**config.mk**
```make
export PLATFORM = sky130hd
export DESIGN_NAME = sram_bus_arbiter
export DESIGN_NICKNAME = d
export VERILOG_FILES = /design/src/rtl/sram_bus_arbiter.sv
export SDC_FILE = /design/constraint.sdc
export NUM_CORES = 1
export LEC_CHECK = 0
export CAP_MARGIN = 20
export CORE_AREA = 2 2 109 111
export DETAILED_ROUTE_END_ITERATION = 12
export DIE_AREA = 0 0 111 113
export PLACE_DENSITY_LB_ADDON = 0.08
export SETUP_SLACK_MARGIN = 0.2
export SYNTH_ARGS = -nofsm -noshare
export SYNTH_HDL_FRONTEND = slang
export SYNTH_SLANG_ARGS = --single-unit
export TNS_END_PERCENT = 30
```
**constraint.sdc**
```tcl
create_clock -name clk -period 5.2 [get_ports clk]
set_clock_uncertainty 0.2 [all_clocks]
set_input_delay 1.04 -clock clk [delete_from_list [all_inputs] [get_ports clk]]
set_output_delay 1.04 -clock clk [all_outputs]
set_load 0.005 [all_outputs]
```
**src/rtl/sram_bus_arbiter.sv**
```systemverilog
// sram_bus_arbiter: serialises fetch and memory-stage requests onto one sram-like bus,
// applying kseg0/kseg1 mapping and routing each response back to its owner.
module sram_bus_arbiter #(
    parameter int STARVE_LIMIT = 4,
    parameter int CNT_W        = 3
) (
    input  logic        clk,
    input  logic        reset,
    input  logic        flush,
    input  logic        inst_req,
    input  logic [31:0] inst_addr,
    output logic        inst_addr_ok,
    output logic        inst_data_ok,
    output logic [31:0] inst_rdata,
    input  logic        data_req,
    input  logic        data_wr,
    input  logic [1:0]  data_size,
    input  logic [3:0]  data_wstrb,
    input  logic [31:0] data_addr,
    input  logic [31:0] data_wdata,
    output logic        data_addr_ok,
    output logic        data_data_ok,
    output logic [31:0] data_rdata,
    output logic        bus_req,
    output logic        bus_wr,
    output logic [1:0]  bus_size,
    output logic [3:0]  bus_wstrb,
    output logic [31:0] bus_addr,
    output logic [31:0] bus_wdata,
    input  logic        bus_addr_ok,
    input  logic        bus_data_ok,
    input  logic [31:0] bus_rdata
);
    typedef enum logic [1:0] {IDLE, REQ, RESP} state_t;
    localparam logic [CNT_W-1:0] LIMIT = CNT_W'(STARVE_LIMIT);
    state_t           state_q, state_d;
    logic             owner_inst_q, owner_inst_d;
    logic             discard_q, discard_d;
    logic [CNT_W-1:0] streak_q, streak_d;
    logic             bus_wr_q, bus_wr_d;
    logic [1:0]       bus_size_q, bus_size_d;
    logic [3:0]       bus_wstrb_q, bus_wstrb_d;
    logic [31:0]      bus_addr_q, bus_addr_d;
    logic [31:0]      bus_wdata_q, bus_wdata_d;
    logic             grant_inst;
    logic [31:0]      grant_vaddr;
    always_comb begin
        grant_inst   = inst_req && (!data_req || streak_q == LIMIT);
        grant_vaddr  = grant_inst ? inst_addr : data_addr;
        state_d      = state_q;
        owner_inst_d = owner_inst_q;
        discard_d    = discard_q;
        streak_d     = streak_q;
        bus_wr_d     = bus_wr_q;
        bus_size_d   = bus_size_q;
        bus_wstrb_d  = bus_wstrb_q;
        bus_addr_d   = bus_addr_q;
        bus_wdata_d  = bus_wdata_q;
        if (state_q == IDLE && (inst_req || data_req)) begin
            state_d      = REQ;
            owner_inst_d = grant_inst;
            discard_d    = 1'b0;
            streak_d     = (grant_inst || !inst_req) ? '0 :
                           (streak_q == LIMIT) ? streak_q : streak_q + CNT_W'(1);
            bus_wr_d     = !grant_inst && data_wr;
            bus_size_d   = grant_inst ? 2'd2 : data_size;
            bus_wstrb_d  = (!grant_inst && data_wr) ? data_wstrb : 4'h0;
            // kseg0/kseg1 (0x8..0xB) fold onto physical by clearing the top three bits
            bus_addr_d   = (grant_vaddr[31:30] == 2'b10) ? {3'b000, grant_vaddr[28:0]} : grant_vaddr;
            bus_wdata_d  = grant_inst ? 32'h0 : data_wdata;
        end
        if (state_q == REQ && bus_addr_ok)
            state_d = RESP;
        if (state_q != IDLE && owner_inst_q && flush)
            discard_d = 1'b1;
        if (state_q == RESP && bus_data_ok) begin
            state_d   = IDLE;
            discard_d = 1'b0;
        end
    end
    always_ff @(posedge clk) begin
        if (reset) begin
            state_q      <= IDLE;
            owner_inst_q <= 1'b0;
            discard_q    <= 1'b0;
            streak_q     <= '0;
            bus_wr_q     <= 1'b0;
            bus_size_q   <= 2'd0;
            bus_wstrb_q  <= 4'h0;
            bus_addr_q   <= 32'h0;
            bus_wdata_q  <= 32'h0;
        end else begin
            state_q      <= state_d;
            owner_inst_q <= owner_inst_d;
            discard_q    <= discard_d;
            streak_q     <= streak_d;
            bus_wr_q     <= bus_wr_d;
            bus_size_q   <= bus_size_d;
            bus_wstrb_q  <= bus_wstrb_d;
            bus_addr_q   <= bus_addr_d;
            bus_wdata_q  <= bus_wdata_d;
        end
    end
    assign bus_req      = state_q == REQ;
    assign bus_wr       = bus_wr_q;
    assign bus_size     = bus_size_q;
    assign bus_wstrb    = bus_wstrb_q;
    assign bus_addr     = bus_addr_q;
    assign bus_wdata    = bus_wdata_q;
    assign inst_addr_ok = state_q == REQ && bus_addr_ok && owner_inst_q;
    assign data_addr_ok = state_q == REQ && bus_addr_ok && !owner_inst_q;
    assign inst_data_ok = state_q == RESP && bus_data_ok && owner_inst_q && !discard_q;
    assign data_data_ok = state_q == RESP && bus_data_ok && !owner_inst_q;
    assign inst_rdata   = inst_data_ok ? bus_rdata : 32'h0;
    assign data_rdata   = data_data_ok ? bus_rdata : 32'h0;
endmodule
```
==> results.ini <==
[setup_path]
path_max_fanout = 33
end_kind = primary output
required_ns = 3.96
cp-start-kind = primary input
worst-endpoint-arrival_ns = 2.88
r2r-end = bus_addr[15]
regToRegSetupSlack_ns = 2.74
timing.rr.start = state_q[1]
worstSetupPathType = primary input to primary output
worstRegToRegCells = 4

[layout]
final_cells = 882
final_area_um2 = 7480
seqCellArea_um2 = 1560
n_antenna_cell = 0
drive_above_1_share_pct = 9.34
nets = 879
multiInputGateArea_um2 = 2480
final_core_util_pct = 66.3
nFillCells = 963
area_growth_pct = 67.2

[logic_synthesis]
synth_nets = 644
synth_edf_count = 0
ys_ff_latch = 78
ys_types = 39
netlist_area_um2 = 4470
avgSynthCellArea_um2 = 8.94
syn-instance-count = 500
synth_warnings = 0
synth_flop_cell = dfxtp_1
yosysSeqAreaShare_pct = 34.9
async_reset_ff_share_pct = 0

[floorplan]
row_count = 39
dieWidth_um = 111
fp.dieH_um = 113
boundaryPins = 282
initial_core_util_pct = 39.7
dieArea_um2 = 12500
core-area_um2 = 11300

[placement]
placed_area_um2 = 7150
post-place-cells = 866
port_buffers = 281
hpwlAfterDp_um = 12300
gp_congestion = 0.849

[timing]
slew_violations = 0
hold_viol = 0
rsz0062_at_grt = no
worst_slew_pin_slew_ns = 0.931
setup_viol = 0
slew_headroom_pct = 38.0
fmax_ghz = 0.243
fin_crit_sh_pct = 79.2
setup_tns_ns = 0
finalCriticalPeriod_ns = 4.12

[grt]
antenna_found_initial = 0
grt_pass1_wl_um = 27200
first_global_vias = 4780
grtUsageTotal_pct = 26.9
gr-total-overflow = 0
grt_max_degree = 62

[clock_tree]
cts_max_level = 3
numClockSinks = 78
clockBufferDepth = 2
cts_root_buf = clkbuf_16
numCtsBuffers = 9
cts_tree = built
cts_hold_buf = 0
clock_latency_ns = 0.33
cts_resized = 0
clkTransAtPathRegs_ns = 0.06
postCtsSetupBuffers = 0

[worst_hold_path]
hold_end = bus_wdata[8]
holdPathStages = 2
hp-start = bus_wdata[8]
hold_path.class = register to register

[routing]
wl_per_cell_um = 20.1
drt_iter0_drc = 348
ant_nets = 0
via_count = 5073
postRouteWirelength_um = 17800
route.detailed.drc = 0
dr.pass1.iters = 5
via_per_inst = 5.75

[pwr]
p_per_area_nw_per_um2 = 262
p_leak_nw = 2.47
max-vdd-ir-drop_mv = 0.182

[outcome]
status = completed

[flow_run]
max_cap_viol_count = 0

==> through the flow <==
| step | hold WS, ns | total power, mW | setup WS (ns) |
|---|---|---|---|
| after floorplan | 0.259 | 1.03 | 2.16 |
| after global placement | 0.260 | 1.32 | 1.11 |
| after detailed placement | 0.268 | 1.33 | 1.08 |
| after CTS | 0.277 | 1.97 | 1.08 |
| after global routing | 0.290 | 2.05 | 0.942 |
| final | 0.275 | 1.96 | 1.08 |
==> power by group <==
| part | switching, mW | total (mW) | internal [mW] |
|---|---|---|---|
| Clock | 0.254 | 0.640 | 0.385 |
| Sequential | 0.0382 | 0.704 | 0.665 |
| Combinational | 0.299 | 0.619 | 0.320 |
| Total | 0.591 | 1.96 | 1.37 |
==> cells by family after synthesis <==
logic type | synth area share, %
flops | 34.9
compound gates | 33.3
buf+inv | 9.74
simple gates | 21.5
fa+ha+maj | 0.560
==> synthesized netlist by cell type (2+ instances only) <==
cell | instances | area share (%)
a2111oi_4 | 3 | 1.8
clkbuf_1 | 24 | 2.0
nor4_2 | 4 | 1.1
inv_1 | 10 | 0.84
and2_1 | 64 | 9.0
o21ai_0 | 40 | 4.5
nor2_4 | 2 | 0.50
nand4_1 | 8 | 1.1
o32ai_1 | 4 | 0.78
a2111oi_2 | 26 | 8.7
nor2b_1 | 2 | 0.28
o2111ai_1 | 35 | 6.9
nand2_1 | 3 | 0.25
buf_4 | 3 | 0.50
dfxtp_1 | 78 | 35
buf_2 | 25 | 2.8
buf_6 | 13 | 3.3
nand3_1 | 3 | 0.34
ha_1 | 2 | 0.56
nor2_1 | 4 | 0.34
clkbuf_2 | 2 | 0.22
nor4_1 | 54 | 7.6
a21oi_1 | 73 | 8.2
a311oi_1 | 3 | 0.59
==> cells in the final DEF (no fill, tap or decap), types with 9 or more instances in the layout <==
master and instances:
a2111oi_2 26, a21oi_1 73, and2_1 64, buf_4 9, clkbuf_16 9, clkdlybuf4s50_1 279
dfxtp_1 78, inv_1 9, nor4_1 54, o2111ai_1 35, o21ai_0 40
==> layout make-up <==
| cell class | instances | share of cell area (%) |
|---|---|---|
| Multi-Input combinational cell | 344 | 33.2 |
| Tap cell | 143 | 2.39 |
| Inverter | 10 | 0.502 |
| Timing Repair Buffer | 292 | 39.0 |
| Clock buffer | 11 | 3.25 |
| Clock inverter | 4 | 0.736 |
| Sequential cell | 78 | 20.9 |
==> worst max-delay path, cell delays in order <==
cell             delay [ns]
clkdlybuf4s50_1        0.47
nand3b_1               0.16
nor3b_2                0.21
buf_4                  0.28
and2_1                 0.19
clkdlybuf4s50_1        0.52
==> sequential cells by signal (all words and copies together) (netlist names), 2 cells and up <==
register,cells
bus_wdata,32
state_q,2
bus_wstrb,4
bus_addr,32
bus_size,2
streak_q,3
==> how the worst max path moves through the flow <==
stage,startpoint,to,slack [ns],depth (start not counted)
floorplan,bus_data_ok,inst_rdata[22],2.16,4
global placement,bus_data_ok,inst_rdata[30],1.11,6
detailed placement,bus_data_ok,inst_rdata[23],1.08,6
CTS,bus_data_ok,inst_rdata[23],1.08,6
global route,bus_data_ok,inst_rdata[1],0.94,6
finish,bus_data_ok,inst_rdata[23],1.08,6
==> routing by layer <==
metal / global-route usage (%) / part of all wire [%]
met1: 34.8 / 42
met2: 45.0 / 50
met3: 6.21 / 6.7
met4: 8.25 / 2.2
met5: 0 / 0
No activity file was read; power rests on OpenSTA's default activity.
